[src/rtl/delay_config_sequencer_pkg.sv]
// rtl/delay_config_sequencer_pkg.sv - shared encodings and tap constants for the delay sequencer
package delay_config_sequencer_pkg;

    localparam int TAP_WIDTH = 9;
    localparam logic [TAP_WIDTH-1:0] TAP_MAX = 9'd511;

    typedef enum logic [1:0] {
        delay_op_read = 2'd0,
        delay_op_load = 2'd1,
        delay_op_inc  = 2'd2,
        delay_op_dec  = 2'd3
    } delay_op_t;

    localparam logic [1:0] delay_cfg_none = 2'd0;
    localparam logic [1:0] delay_cfg_load = 2'd1;

    typedef enum logic [1:0] {
        seq_idle   = 2'd0,
        seq_load   = 2'd1,
        seq_settle = 2'd2,
        seq_ack    = 2'd3
    } seq_state_t;

endpackage

[src/rtl/delay_config_sequencer_if.sv]
// rtl/delay_config_sequencer_if.sv - request/response and delay_config bundle for the sequencer
interface delay_config_sequencer_if;

    logic       delay_request__valid;
    logic [1:0] delay_request__op;
    logic       delay_request__select;
    logic [8:0] delay_request__value;
    logic       delay_response__ack;
    logic [8:0] delay_response__value;
    logic       busy;
    logic [1:0] delay_config__op;
    logic       delay_config__select;
    logic [8:0] delay_config__value;

    // Requester side (calibration engine or host)
    modport master (
        output delay_request__valid, delay_request__op, delay_request__select, delay_request__value,
        input  delay_response__ack, delay_response__value, busy,
        input  delay_config__op, delay_config__select, delay_config__value
    );

    // Sequencer side
    modport slave (
        input  delay_request__valid, delay_request__op, delay_request__select, delay_request__value,
        output delay_response__ack, delay_response__value, busy,
        output delay_config__op, delay_config__select, delay_config__value
    );

endinterface

[src/rtl/delay_tap_saturate.sv]
// rtl/delay_tap_saturate.sv - combinational tap add/subtract clamped to 0..511
module delay_tap_saturate
    import delay_config_sequencer_pkg::*;
(
    input  logic [TAP_WIDTH-1:0] tap,
    input  logic [TAP_WIDTH-1:0] step,
    input  logic                 subtract,
    output logic [TAP_WIDTH-1:0] result
);

    logic [TAP_WIDTH:0] sum;
    logic [TAP_WIDTH:0] diff;

    // One extra bit catches carry-out on add and borrow on subtract
    always_comb begin
        sum  = {1'b0, tap} + {1'b0, step};
        diff = {1'b0, tap} - {1'b0, step};
        if (subtract) begin
            result = diff[TAP_WIDTH] ? '0 : diff[TAP_WIDTH-1:0];
        end else begin
            result = sum[TAP_WIDTH] ? TAP_MAX : sum[TAP_WIDTH-1:0];
        end
    end

endmodule

[src/rtl/delay_config_sequencer.sv]
// rtl/delay_config_sequencer.sv - sequences tap loads into a cascaded delay pair with shadow taps
module delay_config_sequencer
    import delay_config_sequencer_pkg::*;
#(
    parameter int LOAD_CYCLES   = 2,
    parameter int SETTLE_CYCLES = 8
) (
    input  logic                       clk,
    input  logic                       reset,
    input  logic                       clk__enable,
    delay_config_sequencer_if.slave    bus
);

    localparam logic [7:0] LOAD_LAST   = 8'(LOAD_CYCLES - 1);
    localparam logic [7:0] SETTLE_LAST = 8'(SETTLE_CYCLES - 1);

    seq_state_t           state;
    seq_state_t           state_next;
    logic [7:0]           count;
    logic                 req_select;
    logic [TAP_WIDTH-1:0] shadow [2];
    logic                 cfg_select;
    logic [TAP_WIDTH-1:0] cfg_value;
    logic [TAP_WIDTH-1:0] sat_result;
    logic [TAP_WIDTH-1:0] new_tap;
    logic                 accept;
    logic                 is_read;

    assign accept  = (state == seq_idle) && bus.delay_request__valid;
    assign is_read = (bus.delay_request__op == delay_op_read);

    delay_tap_saturate u_saturate (
        .tap      (shadow[bus.delay_request__select]),
        .step     (bus.delay_request__value),
        .subtract (bus.delay_request__op == delay_op_dec),
        .result   (sat_result)
    );

    // New tap for the selected line: load takes the value verbatim, inc/dec go through the clamp
    always_comb begin
        new_tap = shadow[bus.delay_request__select];
        case (bus.delay_request__op)
            delay_op_load: new_tap = bus.delay_request__value;
            delay_op_inc:  new_tap = sat_result;
            delay_op_dec:  new_tap = sat_result;
            default:       new_tap = shadow[bus.delay_request__select];
        endcase
    end

    // State register; a low clock enable freezes the sequence in place
    always_ff @(posedge clk or posedge reset) begin
        if (reset) begin
            state <= seq_idle;
        end else if (clk__enable) begin
            state <= state_next;
        end
    end

    // Next-state logic: reads skip straight to ack, writes run the load pulse and settle window
    always_comb begin
        state_next = state;
        case (state)
            seq_idle: begin
                if (bus.delay_request__valid) begin
                    state_next = is_read ? seq_ack : seq_load;
                end
            end
            seq_load: begin
                if (count == LOAD_LAST) begin
                    state_next = (SETTLE_CYCLES == 0) ? seq_ack : seq_settle;
                end
            end
            seq_settle: begin
                if (count == SETTLE_LAST) begin
                    state_next = seq_ack;
                end
            end
            default: state_next = seq_idle;
        endcase
    end

    // Phase counter restarts on every state change so each phase counts from zero
    always_ff @(posedge clk or posedge reset) begin
        if (reset) begin
            count <= '0;
        end else if (clk__enable) begin
            if (state_next != state) begin
                count <= '0;
            end else begin
                count <= count + 8'd1;
            end
        end
    end

    // Capture request fields and commit the shadow tap on the acceptance edge
    always_ff @(posedge clk or posedge reset) begin
        if (reset) begin
            req_select <= 1'b0;
            shadow[0]  <= '0;
            shadow[1]  <= '0;
            cfg_select <= 1'b0;
            cfg_value  <= '0;
        end else if (clk__enable && accept) begin
            req_select <= bus.delay_request__select;
            if (!is_read) begin
                shadow[bus.delay_request__select] <= new_tap;
                cfg_select <= bus.delay_request__select;
                cfg_value  <= new_tap;
            end
        end
    end

    // Outputs decoded from state so reset clears the load pulse without waiting for a clock
    always_comb begin
        bus.delay_config__op       = (state == seq_load) ? delay_cfg_load : delay_cfg_none;
        bus.delay_config__select   = cfg_select;
        bus.delay_config__value    = cfg_value;
        bus.delay_response__ack    = (state == seq_ack);
        bus.delay_response__value  = (state == seq_ack) ? shadow[req_select] : '0;
        bus.busy                   = (state != seq_idle);
    end

endmodule
[src/flat_wrapper.sv]
// flat-port wrapper written by rule: the top's interface ports become plain ports
module delay_config_sequencer_flat import delay_config_sequencer_pkg::*;
#(
    parameter int LOAD_CYCLES   = 2,
    parameter int SETTLE_CYCLES = 8
)
  (clk, reset, clk__enable, bus_delay_request__valid, bus_delay_request__op, bus_delay_request__select, bus_delay_request__value, bus_delay_response__ack, bus_delay_response__value, bus_busy, bus_delay_config__op, bus_delay_config__select, bus_delay_config__value);
  delay_config_sequencer_if bus_i ();
  input  logic clk;
  input  logic reset;
  input  logic clk__enable;
  input wire logic [$bits(bus_i.delay_request__valid)-1:0] bus_delay_request__valid;
  input wire logic [$bits(bus_i.delay_request__op)-1:0] bus_delay_request__op;
  input wire logic [$bits(bus_i.delay_request__select)-1:0] bus_delay_request__select;
  input wire logic [$bits(bus_i.delay_request__value)-1:0] bus_delay_request__value;
  output wire logic [$bits(bus_i.delay_response__ack)-1:0] bus_delay_response__ack;
  output wire logic [$bits(bus_i.delay_response__value)-1:0] bus_delay_response__value;
  output wire logic [$bits(bus_i.busy)-1:0] bus_busy;
  output wire logic [$bits(bus_i.delay_config__op)-1:0] bus_delay_config__op;
  output wire logic [$bits(bus_i.delay_config__select)-1:0] bus_delay_config__select;
  output wire logic [$bits(bus_i.delay_config__value)-1:0] bus_delay_config__value;
  assign bus_i.delay_request__valid = bus_delay_request__valid;
  assign bus_i.delay_request__op = bus_delay_request__op;
  assign bus_i.delay_request__select = bus_delay_request__select;
  assign bus_i.delay_request__value = bus_delay_request__value;
  assign bus_delay_response__ack = bus_i.delay_response__ack;
  assign bus_delay_response__value = bus_i.delay_response__value;
  assign bus_busy = bus_i.busy;
  assign bus_delay_config__op = bus_i.delay_config__op;
  assign bus_delay_config__select = bus_i.delay_config__select;
  assign bus_delay_config__value = bus_i.delay_config__value;
  delay_config_sequencer #(.LOAD_CYCLES(LOAD_CYCLES), .SETTLE_CYCLES(SETTLE_CYCLES)) u_core (.clk(clk), .reset(reset), .clk__enable(clk__enable), .bus(bus_i));
endmodule
[config.mk]
export PLATFORM = sky130hd
export DESIGN_NAME = delay_config_sequencer_flat
export DESIGN_NICKNAME = d
export VERILOG_FILES = /design/src/rtl/delay_config_sequencer_pkg.sv /design/src/rtl/delay_config_sequencer_if.sv /design/src/rtl/delay_tap_saturate.sv /design/src/rtl/delay_config_sequencer.sv /design/src/flat_wrapper.sv
export SDC_FILE = /design/constraint.sdc
export NUM_CORES = 1
export LEC_CHECK = 0
export ABC_AREA = 1
export CELL_PAD_IN_SITES_DETAIL_PLACEMENT = 1
export CELL_PAD_IN_SITES_GLOBAL_PLACEMENT = 1
export CORE_AREA = 2 2 98 100
export CTS_BUF_LIST = sky130_fd_sc_hd__clkbuf_8
export DETAILED_ROUTE_END_ITERATION = 16
export DIE_AREA = 0 0 100 102
export PLACE_DENSITY_LB_ADDON = 0.15
export SYNTH_ARGS = -nofsm -noshare
export SYNTH_HDL_FRONTEND = slang
export SYNTH_SLANG_ARGS = --single-unit
[constraint.sdc]
create_clock -name clk -period 2 [get_ports clk]
set_input_delay 0.2 -clock clk [delete_from_list [all_inputs] [get_ports clk]]
set_output_delay 0.2 -clock clk [all_outputs]
set_load 0.005 [all_outputs]
==> results.txt, run 1 <==
* CTS buffer count: 5
- First-pass detailed-route iteration total: 4
* GRT Total Usage: 0.2486
- Dividing total power by cell area gives a power density of 1271 nW/um^2.
- Hold Path Class: input port to async pin
- STA classifies the critical path endpoint as a register.
- Net count after synthesis: 542
- Clock tree synthesis found a total of 39 sinks.
* CTS Root Cell: sky130_fd_sc_hd__clkbuf_8
* Unrepaired setup endpoints after global routing: yes
* R2r setup slk: -250 ps
- Setup violations remaining at the end of the flow were counted as 27.
- The critical path is of the register to register type.
- Commonest cells post-synth: 205 x sky130_fd_sc_hd__nand2_1, 61 x sky130_fd_sc_hd__inv_1, 39 x sky130_fd_sc_hd__dfrtp_1
- STA classifies the critical path startpoint as a register.
- At the later pin of the worst-skew pair, clock insertion delay measures 290 ps.
- Starting utilization of the core area: 0.3758
- Number of design-rule violations left by the first detailed-router iteration: 119
- Port Buf Inserts: 37
* Worst path required time: 2180 ps
* Largest cells by area after synthesis: sky130_fd_sc_hd__dfrtp_1 29%, sky130_fd_sc_hd__nand2_1 22%, sky130_fd_sc_hd__ha_1 7.7%
* Count of vias placed by the detailed router: 3,688
- Vert. Die Dim: 102 um
* Maximum clock skew at final layout: 4.742 ps
* Final Hold Vio Count: 0
- Ys flop type: sky130_fd_sc_hd__dfrtp_1
- Final instance count without filler cells: 735
- Violated checks: negative setup slack
- Number of flip-flops and latches in the synthesized netlist: 39
* Detailed Place HPWL: 9225 um
* Run status: complete, but fails checks
* Number of cell instances on the worst register-to-register path: 16
- Die span in x: 100 um
- The number of hold buffers added after CTS was 0.
- Number of max-capacitance violations reported: 0
- Fin. max-slew vios: 0
* Number of distinct standard cells referenced by the synthesized netlist: 38
- Final worst hold slack: 337.1 ps
* Vias in the first global route: 4,019
- The number of antenna diodes in the final layout is 0.
- No sink is reached through more buffers than the 2 on the longest clock path.
- The final layout contains 662 nets.
- Once detail routing completed, the nets flagged for antenna violations numbered 0.
* Global-route wire length before repair: 19,840 um
- Derived from the worst setup path, the maximum achievable clock frequency is 445.2 MHz.
- The startpoint identified for the worst register-to-register timing path is u_core.shadow[1]$_DFFE_PP0P_.
- For this run, the number of Yosys warnings is 0.
* Shortest clock period the worst path allows after layout: 2246 ps
* Vias per cell: 5.018
- In the routed design, unresolved DRC markers number 0.
- Overflow left after global routing: 0
- The share of the Yosys chip area taken by registers is 0.2851.
- Most frequent cell after synthesis: sky130_fd_sc_hd__nand2_1
- In the synthesized netlist, the number of instances is 503.
* Worst endpoint data arrival time: 2430 ps
* Filler Cells Inserted: 1,153
* Reported leakage power: 2.641 nW
- Sum of routed wire length over all layers: 12,730 um
* Last weighted congestion value of the routability-driven placer: 0.8591
- The core region is 9109 sq um.
* Final core area utilization: 0.5566
- The placed instances occupy a cell area of 4432 sq um.
* Maximum number of pins on one net before global-route repair: 40
- At the pin with the least slew margin, the transition time is 524.2 ps.
- Critical-path maximum fanout: 4
* Routed WL per cell: 17.31 um
* Area of the die: 10,200 sq um
* Fraction of layout cells with a size suffix above 1: 0.3974
- Finished layout cell area: 5070 sq um
- The share of synthesized area in the top cell type comes to 0.2851.
* Reg2Reg Capture Point: u_core.bus.delay_config__value[5]$_DFFE_PP0P_
* H-Tree Depth: 2
- In the post-route analysis, the smallest setup slack over all paths is -246.1 ps.
* CTS tree: yes
- Count of standard-cell rows: 35
- Dividing the final minimum period by the clock period gives 1.123.
- The mapped netlist covers 3423 sq um.
- Headroom to the max-slew limit came out at 0.6505.
* Number of placed instances, taps included: 715
* Synth-to-Final Area Change: 48.10%
- The worst-case IR drop observed on VDD is 0.0005503 V.
* CTS clk-pin slew, worst paths: 80 ps
- Yosys top cell by area: sky130_fd_sc_hd__dfrtp_1
- For this run, asynchronously set or reset flops after synthesis account for 1.000.
- During I/O placement, the number of pins put on the boundary was 39.
* Synthesized area per cell: 6.806 sq um
- The number of antenna violations at the first check in global routing was 0.
- Number of synthesized flops with an enable pin: 0
routing by layer:
layer / GRT usage / wire length, um
met5: 0 / 0
met4: 0.07165 / 410
met3: 0.01984 / 278
met2: 0.4595 / 6568
met1: 0.3117 / 5468
what timing repair did:
action,CTS,global route
buffers inserted,6,5
endpoints found under the hold margin,0,0
endpoints found under the setup margin,29,28
pin swaps,28,29
gates resized for setup,61,63
gates cloned,1,0
layout make-up:
| cell class | instances | area (sq um) | share of cell area |
|---|---|---|---|
| tap | 111 | 138.9 | 0.02739 |
| timing repair buffer | 126 | 1071 | 0.2113 |
| multi-input combinational | 383 | 2540 | 0.5010 |
| sequential | 39 | 977.2 | 0.1927 |
| clock inverter | 3 | 15.01 | 0.002962 |
| clock buffer | 5 | 68.82 | 0.01357 |
| inverter | 68 | 259.0 | 0.05109 |
where the power goes:
part	internal, mW	total (mW)	switching [mW]
combinational	2.03	4.58	2.55
clock	0.239	0.524	0.285
sequential	1.10	1.34	0.240
total	3.36	6.44	3.08
state kept, by name (all words and copies together) (netlist names):
name                             flops
u_core.state                         2
u_core.count                         8
u_core.bus.delay_config__value       9
u_core.bus.delay_config__select      1
u_core.shadow                       18
u_core.req_select                    1
cell families after synthesis:
kind of cell	after synthesis	share of synthesized area
buffers and inverters	82	0.1082
XOR/XNOR	4	0.01024
adder cells (fa/ha/maj)	23	0.08845
AO/OA/AOI/OAI	48	0.08260
AND/OR/NAND/NOR	306	0.4243
other	1	0.001095
flip-flops	39	0.2851
cells in the final DEF, fill, tap and decap left out, drive strengths merged, types with 2 or more instances in the layout:
cell type        n
nand2          224
or2              3
a22oi            6
xnor2            2
clkdlybuf4s50   36
a21oi           25
inv             66
fa               2
clkbuf           5
clkinv           4
nand4            4
nor2            30
dfrtp           39
o21ai           14
nand3b           3
ha              21
xor2             2
buf             89
nand3           41
worst max-delay path, stage by stage, from the launching register on:
cell	delay (ps)
sky130_fd_sc_hd__dfrtp_1	380
sky130_fd_sc_hd__or2_1	240
sky130_fd_sc_hd__o21ai_2	80
sky130_fd_sc_hd__inv_2	100
sky130_fd_sc_hd__ha_4	260
sky130_fd_sc_hd__inv_2	50
sky130_fd_sc_hd__nand2_2	60
sky130_fd_sc_hd__nand2_4	100
sky130_fd_sc_hd__nand3_4	100
sky130_fd_sc_hd__buf_4	160
sky130_fd_sc_hd__buf_4	130
sky130_fd_sc_hd__nand3_1	100
sky130_fd_sc_hd__nand3_2	100
sky130_fd_sc_hd__nand3_2	90
sky130_fd_sc_hd__nand2_4	60
sky130_fd_sc_hd__nand2_1	70
sky130_fd_sc_hd__nand2_1	70
worst max path at each step:
stage                                       startpoint                                       endpoint  slack (ps)
final                     u_core.shadow[1]$_DFFE_PP0P_  u_core.bus.delay_config__value[5]$_DFFE_PP0P_        -250
after global placement       bus_delay_request__select                   u_core.shadow[6]$_DFFE_PP0P_        -750
after floorplan           u_core.shadow[1]$_DFFE_PP0P_  u_core.bus.delay_config__value[6]$_DFFE_PP0P_          20
after detailed placement     bus_delay_request__select  u_core.bus.delay_config__value[8]$_DFFE_PP0P_        -880
after global routing      u_core.shadow[1]$_DFFE_PP0P_  u_core.bus.delay_config__value[0]$_DFFE_PP0P_        -360
after CTS                 u_core.shadow[9]$_DFFE_PP0P_  u_core.bus.delay_config__value[8]$_DFFE_PP0P_        -200
through the flow:
step	worst slack, ps	total power, mW	setup TNS (ps)
floorplan	15.95	3.399	0
global placement	-750.2	4.850	-18920
detailed placement	-878.2	4.986	-21700
CTS	-202.7	5.933	-3822
global route	-364.8	6.915	-8800
finish	-246.1	6.442	-5592
No activity file was read; power rests on OpenSTA's default activity.
==> inputs of run 2 (changes only) <==
- CTS_BUF_LIST: sky130_fd_sc_hd__clkbuf_8 -> sky130_fd_sc_hd__clkbuf_2 sky130_fd_sc_hd__clkbuf_4 sky130_fd_sc_hd__clkbuf_8
- HOLD_SLACK_MARGIN: default -> 0.02
==> results of run 2 <==
The final DEF is identical to that of run 1; final timing and power are the same.
==> inputs of run 3 (changes only) <==
- SKIP_CTS_REPAIR_TIMING: default -> 1
==> results.txt, run 3 (synthesis results as in run 1) <==
* Violated checks: negative setup slack (unchanged)
- GRT Total Usage: 0.2331 (was 0.2486)
* Area of the die: 10,200 sq um (unchanged)
- The power share of the clock group was 0.089 (was 0.081).
- Antenna violations before repair: 0 (unchanged)
* Final Hold Vio Count: 0 (unchanged)
- The CTS tree is yes (unchanged).
- Deepest clock path buffer count: 2 (unchanged)
- Clock insertion delay at the later pin of the skew report: 290 ps (about the same)
- Fmax: 448.5 MHz (was 445.2 MHz)
- Die span in x: 100 um (unchanged)
* Commonest cells after routing, fill and taps aside: 189 x sky130_fd_sc_hd__nand2_1, 80 x sky130_fd_sc_hd__buf_4, 56 x sky130_fd_sc_hd__inv_1, 39 x sky130_fd_sc_hd__dfrtp_1, 36 x sky130_fd_sc_hd__clkdlybuf4s50_1 (was 163 x sky130_fd_sc_hd__nand2_1, 83 x sky130_fd_sc_hd__buf_4, 50 x sky130_fd_sc_hd__inv_1, 45 x sky130_fd_sc_hd__nand2_2, 38 x sky130_fd_sc_hd__dfrtp_1)
* Crit path capture type: register (unchanged)
- The number of flip-flops under the largest register name is 18 (unchanged).
- I/O pin total: 39 (unchanged)
* CTS sink cnt: 39 (unchanged)
* Overflow left after global routing: 0 (unchanged)
- Worst path required time: 2190 ps (was 2180 ps)
- The final non-filler cell total is 728 (was 735).
- The clock slew at the register clock pins of the worst setup and hold paths is 80 ps (about the same).
- The global routing usage on met3 was 0.01642 (was 0.01984).
* Global-route wire length before repair: 18,770 um (was 19,840 um)
- The cell area after layout came to 4751 sq um (was 5070 sq um).
- The maximum level of the CTS H-tree is 2 (unchanged).
- CTS buffer count: 5 (unchanged)
- The number of pins with negative max-slew slack in the final report was 0 (unchanged).
* Combinational share of power: 0.682 (was 0.711)
* Placed cell areas: 4432 sq um (unchanged)
* Final Total Pwr: 5.854 mW (was 6.442 mW)
* Shortest clock period the worst path allows after layout: 2230 ps (was 2246 ps)
- Unrepaired setup endpoints after global routing: yes (unchanged).
* Global-route track usage on met2: 0.4267 (was 0.4595)
* Final period util: 1.115 (was 1.123)
* CTS Root Cell: sky130_fd_sc_hd__clkbuf_8 (unchanged)
- The kind of launch point of the worst setup path was a register (unchanged).
- The share of total power in sequential cells came to 0.229 (was 0.208).
* Count of standard-cell rows: 35 (unchanged)
- The DRC marker count from the first detailed-route iteration was 101 (was 119).
* Number of placed instances, taps included: 715 (unchanged)
- Power density over cell area: 1232 nW/um^2 (was 1271 nW/um^2)
- Synth-to-Final Area Change: 38.78% (was 48.10%)
* Final worst hold slack: 334.8 ps (was 337.1 ps)
- The per-cell via count in the routed design was 4.904 (was 5.018).
* Starting utilization of the core area: 0.3758 (unchanged)
- The arrival time at the worst endpoint is 2420 ps (was 2430 ps).
- The worst slack at placement was -878.2 ps (unchanged).
- The internal power consumption was 3.126 mW (was 3.364 mW).
* Area of the placeable core: 9109 sq um (unchanged)
* Worst slew margin relative to its limit: 0.6514 (was 0.6505)
* Fraction of layout cells with a size suffix above 1: 0.3079 (was 0.3974)
* Detailed Place HPWL: 9225 um (unchanged)
- The number of input and output port buffers inserted was 37 (unchanged).
* Routed WL per cell: 15.93 um (was 17.31 um)
* Count of vias placed by the detailed router: 3,570 (was 3,688)
- The slack of the critical path came to -229.9 ps (was -246.1 ps).
- Antenna Violating Nets Remaining: 0 (unchanged)
* Maximum number of pins on one net before global-route repair: 40 (unchanged)
- The count of endpoints failing setup in the final report is 27 (unchanged).
- Sum of routed wire length over all layers: 11,590 um (was 12,730 um)
* Last weighted congestion value of the routability-driven placer: 0.8591 (unchanged)
* Hold Path Class: input port to async pin (unchanged)
* Run status: complete, but fails checks (unchanged)
* Number of nets in the layout: 655 (was 662)
- The met1 global-route usage came to 0.3032 (was 0.3117).
- First-pass detailed-route iteration total: 4 (unchanged)
- Vias in the first global route: 3,797 (was 4,019)
* Vert. Die Dim: 102 um (unchanged)
- Slew @ Worst Pin: 522.9 ps (was 524.2 ps)
- Global route hottest layer: met2 (unchanged)
- Final core area utilization: 0.5216 (was 0.5566)
- Final total negative setup slack: -4957 ps (was -5592 ps)
* Switching Fraction: 0.4660 (was 0.4779)
- The switching power total is 2.728 mW (was 3.079 mW).
* Critical path type: register to register (unchanged)
- Critical-path maximum fanout: 3 (was 4)
- The register ranked first by flip-flop count is u_core.shadow (unchanged).
- Maximum clock skew at final layout: 5.714 ps (was 4.742 ps)
* Commonest non-fill, non-tap cell in the layout: sky130_fd_sc_hd__nand2_1 (unchanged)
- Number of remaining DRC errors: 0 (unchanged)
* Reported leakage power: 2.556 nW (was 2.641 nW)
- The max-capacitance violation count is 0 (unchanged).
- The largest vdd supply drop was 0.0005632 V (was 0.0005503 V).
* Diode insertion count for antenna repair: 0 (unchanged)
==> run 3: changes by cell type in the layout (fill, tap and decap cells not counted), sizes merged <==
cell           previous run  this run
buf                      89        82
clkdlybuf4s15             1         0
dlymetal6s2s              0         1
==> run 3: power by group through the flow <==
stage,registers (mW),logic (mW),clock network [mW]
3_5_place_dp,1.33,3.66,0
4_1_cts,1.32,3.69,0.538
2_1_floorplan,1.29,2.10,0
3_3_place_gp,1.32,3.53,0
5_1_grt,1.37,4.41,0.571
6_report,1.34,4.00,0.521
==> run 3: layout make-up <==
class / count / area [sq um]
timing repair buffer: 119 / 1005
clock inverter: 3 / 15.01
multi-input combinational: 383 / 2288
inverter: 68 / 259.0
tap: 111 / 138.9
clock buffer: 5 / 68.82
sequential: 39 / 975.9
fill: 1163 / 4358
==> run 3: worst paths after layout <==
check	slack [ps]	cells past startpoint	from	endpoint
min in group clk	490	2	u_core.bus.delay_config__value[8]$_DFFE_PP0P_	u_core.bus.delay_config__value[8]$_DFFE_PP0P_
max in group asynchronous	1300	3	reset	u_core.req_select$_DFFE_PP0P_
worst max-delay path	-230	17	u_core.shadow[9]$_DFFE_PP0P_	u_core.shadow[8]$_DFFE_PP0P_
worst min-delay path	330	3	reset	u_core.count[4]$_DFFE_PP0P_
worst max register to register	-230	17	u_core.shadow[9]$_DFFE_PP0P_	u_core.shadow[8]$_DFFE_PP0P_
worst min register to register	490	2	u_core.bus.delay_config__value[8]$_DFFE_PP0P_	u_core.bus.delay_config__value[8]$_DFFE_PP0P_
==> run 3: worst max-delay path: stages (launching register included) <==
cell and delay [ps]:
sky130_fd_sc_hd__dfrtp_1 360, sky130_fd_sc_hd__inv_2 50, sky130_fd_sc_hd__o21ai_2 180, sky130_fd_sc_hd__ha_2 220, sky130_fd_sc_hd__inv_2 40, sky130_fd_sc_hd__fa_2 330, sky130_fd_sc_hd__nor2_1 100, sky130_fd_sc_hd__nand2_1 90
sky130_fd_sc_hd__nand2_2 130, sky130_fd_sc_hd__nand2_2 80, sky130_fd_sc_hd__nand3b_1 100, sky130_fd_sc_hd__nand2_1 60, sky130_fd_sc_hd__inv_1 60, sky130_fd_sc_hd__nand2_1 60, sky130_fd_sc_hd__nand3_2 60, sky130_fd_sc_hd__nand2_2 70
sky130_fd_sc_hd__nand2_1 80, sky130_fd_sc_hd__nand2_1 60
==> run 3: per-layer routing <==
layer | vias up | routed length, um
li1 | 1779 | -
met1 | 1734 | 5134
met2 | 43 | 6089
met3 | 14 | 159
met4 | 0 | 210
met5 | - | 0
